[src/rtl/dma_channel_arbiter.sv]
// Four-channel DMA request arbiter: picks one requesting channel (fixed or
// rotating priority, with per-channel mask) and hands it ownership of the DMAC.
module dma_channel_arbiter (
    input  logic        CLK,
    input  logic        RST,
    input  logic [3:0]  DREQ,
    input  logic        REGW,
    input  logic [15:0] Setup,
    input  logic        DACK_IN,
    input  logic        EOP_IN,
    output logic        DREQ_OUT,
    output logic [3:0]  DACK,
    output logic [1:0]  CHSEL,
    output logic        BUSY
);

    typedef enum logic [1:0] {
        IDLE  = 2'b00,
        GRANT = 2'b01,
        DONE  = 2'b10
    } state_t;

    state_t      r_state;
    state_t      w_next;
    logic [3:0]  r_mask;
    logic        r_mode;
    logic [1:0]  r_ptr;
    logic [1:0]  r_chsel;

    logic [3:0]  w_elig;
    logic [1:0]  w_idx;
    logic [1:0]  w_win;
    logic        w_found;
    logic        w_unused;

    assign w_unused = ^Setup[15:5];

    // Priority search: fixed mode walks 0..3, rotating mode walks PTR..PTR+3 (mod 4).
    always_comb begin
        w_elig  = DREQ & ~r_mask;
        w_idx   = '0;
        w_win   = '0;
        w_found = 1'b0;
        for (int unsigned i = 0; i < 4; i++) begin
            w_idx = r_mode ? (r_ptr + 2'(i)) : 2'(i);
            if (!w_found && w_elig[w_idx]) begin
                w_win   = w_idx;
                w_found = 1'b1;
            end
        end
    end

    always_comb begin
        w_next   = IDLE;
        DREQ_OUT = 1'b0;
        DACK     = '0;
        BUSY     = 1'b0;
        case (r_state)
            IDLE: begin
                w_next = w_found ? GRANT : IDLE;
            end
            GRANT: begin
                DREQ_OUT      = 1'b1;
                BUSY          = 1'b1;
                DACK[r_chsel] = DACK_IN;
                if (EOP_IN)
                    w_next = DONE;
                else if (!DREQ[r_chsel] && !DACK_IN)
                    w_next = IDLE;
                else
                    w_next = GRANT;
            end
            DONE: begin
                BUSY   = 1'b1;
                w_next = IDLE;
            end
            default: begin
                w_next = IDLE;
            end
        endcase
    end

    always_ff @(posedge CLK) begin
        if (RST) begin
            r_state <= IDLE;
            r_mask  <= '0;
            r_mode  <= 1'b0;
            r_ptr   <= '0;
            r_chsel <= '0;
        end else begin
            r_state <= w_next;
            // Configuration lands on this edge; arbitration above already used the old mask.
            if (REGW) begin
                r_mask <= Setup[3:0];
                r_mode <= Setup[4];
            end
            if (r_state == IDLE && w_found)
                r_chsel <= w_win;
            if (r_state == DONE && r_mode)
                r_ptr <= r_chsel + 2'd1;
        end
    end

    assign CHSEL = r_chsel;

endmodule

[config.mk]
export PLATFORM = sky130hd
export DESIGN_NAME = dma_channel_arbiter
export DESIGN_NICKNAME = d
export VERILOG_FILES = /design/src/rtl/dma_channel_arbiter.sv
export SDC_FILE = /design/constraint.sdc
export NUM_CORES = 1
export LEC_CHECK = 0
export CORE_MARGIN = 3
export CORE_UTILIZATION = 37
export CTS_BUF_LIST = sky130_fd_sc_hd__clkbuf_8 sky130_fd_sc_hd__clkbuf_16
export DETAILED_ROUTE_END_ITERATION = 8
export HOLD_SLACK_MARGIN = 0.02
export PLACE_DENSITY_LB_ADDON = 0.08
export SKIP_CTS_REPAIR_TIMING = 1
export SLEW_MARGIN = 25
export SYNTH_ARGS = -nofsm -noshare
export SYNTH_HDL_FRONTEND = slang
export SYNTH_SLANG_ARGS = --single-unit
[constraint.sdc]
create_clock -name CLK -period 1.6 [get_ports CLK]
set_input_delay 0.4 -clock CLK [delete_from_list [all_inputs] [get_ports CLK]]
set_output_delay 0.4 -clock CLK [all_outputs]
set_load 0.02 [all_outputs]
# ---- Word level (Yosys, flattened, before mapping)
# Cells that the tools add are included.
dict set report op_classes {
  add_sub_neg 4
  magnitude_cmp 6
  eq_ne 2
  mux 31
  bitwise 3
  reduce_logical 14
}
# op n
set ops {}
lappend ops {{$mux W2} 9}
lappend ops {{$lt A2 B3 Y1 const B} 5}
lappend ops {{$mux W1} 14}
lappend ops {{$bmux W1 S2} 5}
lappend ops {{$and A4 B4 Y4} 2}
lappend ops {{$logic_and A1 B1 Y1} 7}
lappend ops {{$logic_not A1 Y1} 5}
lappend ops {{$add A2 B1 Y2 const B} 2}
lappend ops {{$add A2 B2 Y2 const B} 2}
lappend ops {{$mux W4} 1}
lappend ops {{$not A4 Y4} 1}
lappend ops {{$pmux W2 S2} 1}
lappend ops {{$demux W1 S2} 1}
lappend ops {{$eq A2 B1 Y1 const B} 1}
lappend ops {{$eq A2 B2 Y1 const B} 1}
lappend ops {{$ge A2 B1 Y1 const B} 1}
lappend ops {{$logic_not A2 Y1} 1}
lappend ops {{$reduce_or A2 Y1} 1}
dict set report totals {
  ff_bits 11
  inputBits 25
  output_inout_bits 8
  word_cells 65
}

# ---- Longest topological paths before layout
dict set report logic_depth {
  word_depth 16
  depth_mapped 6
  mapped_depth_nobuf 6
}

# ---- Worst setup path before layout
# Ideal clock, no wire load.
dict set report synth_timing {
  path_kind {input -> register}
  from {input port DREQ[3]}
  to {register r_chsel[0], in the netlist CHSEL[0]}
  setup_time_ns 0.127
  arrival_ns 1.473
  t_required_ns 1.473
  slack_ns 0.000
  stages 5
  path_buffers 0
  path_cell_list {nor2b_4 o41ai_4 nor3_1 o211a_1 or3_1}
}
dict set report synth_via {
  elab_chain_cells 14
  elab_cells_between_ends 24
  classes_between {mux: 16; bitwise: 1; reduce/logical: 7}
}
# element line
set synth_rtl {}
lappend synth_rtl {{from (decl)} 6} ;# input logic [3:0] DREQ,
lappend synth_rtl {{$and A4 B4 Y4 *} 40} ;# w_elig = DREQ & ~r_mask;
lappend synth_rtl {{$bmux W1 S2} 46} ;# if (!w_found && w_elig[w_idx]) begin
lappend synth_rtl {{$mux W1 (implied by the code)} 46}
lappend synth_rtl {{$mux W1} 46}
lappend synth_rtl {{$logic_not A1 Y1} 46}
lappend synth_rtl {{$logic_and A1 B1 Y1} 46}
lappend synth_rtl {{$mux W1} 46}
lappend synth_rtl {{$logic_not A1 Y1} 46}
lappend synth_rtl {{$logic_and A1 B1 Y1} 46}
lappend synth_rtl {{$mux W1} 46}
lappend synth_rtl {{$logic_not A1 Y1} 46}
lappend synth_rtl {{$logic_and A1 B1 Y1} 46}
lappend synth_rtl {{$mux W1} 46}
lappend synth_rtl {{$logic_and A1 B1 Y1} 97} ;# if (r_state == IDLE && w_found)
lappend synth_rtl {{to (signal assigned)} 98} ;# r_chsel <= w_win;
lappend synth_rtl {{to (decl)} 28} ;# logic [1:0] r_chsel;
# Every way passes the cells marked *; elsewhere a longest branch is shown, timed or not. The select of a mux whose other input is x is not followed.
# A chain may end at the register's enable or synchronous reset.

# ---- Worst setup path after layout
# Ends and elaborated chain as after synthesis.

==> results.toml <==
[cts]
cts_root_buf = "clkbuf_8"
clk_pin_slew_ps = 50
cts_sinks = 11
tritoncts = "done"
cts_buffers = 3
clk_path_buf_depth = 2
htree_levels = 1
clock_latency_ps = 240

[route]
top_layer = "met4"
drc = 0
drtPass1Iterations = 3
m1WireLength_um = 847
wl_met2_um = 925
viasPerCell = 4.948
detail-route-antenna-nets = 0
drtIter0Drc = 7
vias = 757
dr_wl_met3_um = 132
wl_per_cell_um = 12.54
routed_wirelength_um = 1918

[logic_synthesis]
yosys.area_share.simple = 0.2886
synthDistinctLibCells = 34
synth_top_family_by_area = "simple AND/OR/NAND/NOR gates"
synth_top_area_frac = 0.2776
syn_area_um2 = 793.3
yosysTopAreaCell = "dfxtp_1"
synth_xor_area_frac = 0.01104
synth_compound_area_frac = 0.1514
synth_fa_ha_area_frac = 0.1104
synthTopCellsByArea = "dfxtp_1 (28%), ha_1 (11%), mux2i_1 (7.6%)"
seq_area_frac_synth = 0.2776
ys_seq_elements = 11
synth_cells = 87
synthMuxAreaShare = 0.1041
yosysWarnings = 0
synth_nets = 119
synth.avg_cell_area_um2 = 9.118

[placement]
gp_congestion = 0.8715
port-buffer-count = 21
post-place-ws_ps = -607.1
placed_cell_area_um2 = 1135
post-dp-hpwl_um = 1552

[critical_path]
start_kind = "input port"
worstSetupPathType = "in2reg"
worstPathArrival_ps = 1740
path_max_fanout = 3
end_kind = "flop"
cp_data_required_time_ps = 1720

[timing]
fmax_mhz = 618.8
setup_ws_ps = -15.92
final_hold_viol_count = 0
relSlewSlack = 0.7861
tightest_slew_ps = 319.8
min_period_over_period = 1.010
post-route-min-period_ps = 1616
drv_slew = 0
rsz0062_at_grt = "yes"
setup_viol = 1
finClkSkew_ps = 0.6392

[cells_and_area]
layout.area.seq_um2 = 232.7
multi_input_area_um2 = 568.0
drive_above_1_share = 0.3730
final_common_cell = "buf_4"
antenna_cells = 0
fillers = 189
syn_to_final_growth_pct = 54.73
nets = 159
final_cell_mix = "buf_4 (18), nor2_1 (9), clkdlybuf4s50_1 (8)"
final_cell_area_um2 = 1227
utilization = 0.6131

[pwr]
power_leakage_nw = 0.6406
p_per_area_nw_per_um2 = 703.4
ir_drop_v = 0.0005324

[floorplan]
die_y_um = 52.30
core_area_um2 = 2002
initial_core_util = 0.3963
io_pins = 33
core.rowCount = 16
die_x_um = 52.30
die_area_um2 = 2735

[global_route]
grt_max_degree = 8
grt_usage = 0.1487
antenna_found_initial = 0
grt_pass1_wl_um = 2967
overflow = 0
grt_pass1_vias = 718

[hold_path]
holdCritPathClass = "reg2reg"

[status]
outcome = "complete, but fails checks"
failed_checks = "setup timing"

[job]
drv_cap = 0
==> worst max-delay path: stages <==
cell and delay [ps]:
clkbuf_2 90, buf_4 130, nor2b_4 130, o41ai_4 380, or3b_1 190, o21ai_1 50, or3_1 350
==> metrics by stage <==
step | setup TNS (ps) | power, mW | instances | hold slack (ps)
final | -15.92 | 0.8633 | 153 | 537.0
after floorplan | 0 | 0.4504 | 87 | 476.7
after detailed placement | -3158 | 0.5846 | 148 | 520.2
after global placement | -2957 | 0.5777 | 148 | 507.1
after global routing | -92.33 | 0.9194 | 153 | 587.6
after CTS | -3356 | 0.8811 | 152 | 533.5
==> per-layer routing <==
| layer | vias up | global-route usage |
|---|---|---|
| li1 | 382 | - |
| met1 | 351 | 0.1684 |
| met2 | 22 | 0.2562 |
| met3 | 2 | 0.06553 |
| met4 | 0 | 0.02979 |
| met5 | - | 0 |
==> cell families (layout without fill, tap and decap cells) <==
family	after synthesis	count (layout)
AND/OR/NAND/NOR	37	37
flip-flops	11	11
multiplexers	7	7
adder cells (fa/ha/maj)	7	7
AO/OA/AOI/OAI	16	16
buffers and inverters	8	47
XOR/XNOR	1	1
==> power breakdown <==
part | leakage [nW] | total [mW] | switching [mW] | internal (mW)
registers | 0.0932 | 0.314 | 0.0207 | 0.294
clock network | 0.0255 | 0.286 | 0.114 | 0.172
logic | 0.522 | 0.263 | 0.121 | 0.142
total | 0.641 | 0.863 | 0.256 | 0.608
==> sequential cells by signal (all words and copies together) (netlist names) <==
register / flops
CHSEL: 2
r_ptr: 2
r_mask: 4
r_state: 2
r_mode: 1
==> cells in the mapped netlist <==
cell type / count
dfxtp_1: 11
nor2_1: 9
ha_1: 7
a21oi_1: 6
mux2i_1: 6
nand2_1: 6
and3_1: 4
inv_1: 4
nor2b_4: 3
o21ai_0: 3
buf_6: 2
clkbuf_1: 2
nor2b_1: 2
nor3_1: 2
a211oi_1: 1
a221o_1: 1
a31oi_1: 1
and2_1: 1
and4b_1: 1
mux4_2: 1
nand2_4: 1
nand2b_1: 1
nand3_1: 1
nand3b_1: 1
nand4_1: 1
nand4b_1: 1
o2111ai_1: 1
o211a_1: 1
o21ai_1: 1
o41ai_4: 1
or2b_1: 1
or3_1: 1
or3b_1: 1
xor2_1: 1
==> worst paths after layout <==
| kind | start | endpoint | slack (ps) | cells past startpoint |
|---|---|---|---|---|
| setup / recovery | DREQ[3] | CHSEL[0] | -20 | 7 |
| hold / removal | r_mask[0] | r_mask[0] | 540 | 2 |
| setup reg to reg | r_mask[3] | CHSEL[0] | 10 | 6 |
| hold reg to reg | r_mask[0] | r_mask[0] | 540 | 2 |
==> layout make-up <==
cell class              instances  area share
clock inverters                 1    0.004077
clock buffers                   3     0.03364
inverters                       4     0.01223
repair buffers                 39      0.2701
well taps                      27     0.02752
multi-input cells              68      0.4628
flip-flops and latches         11      0.1896
(Power assumes the default switching activity.)
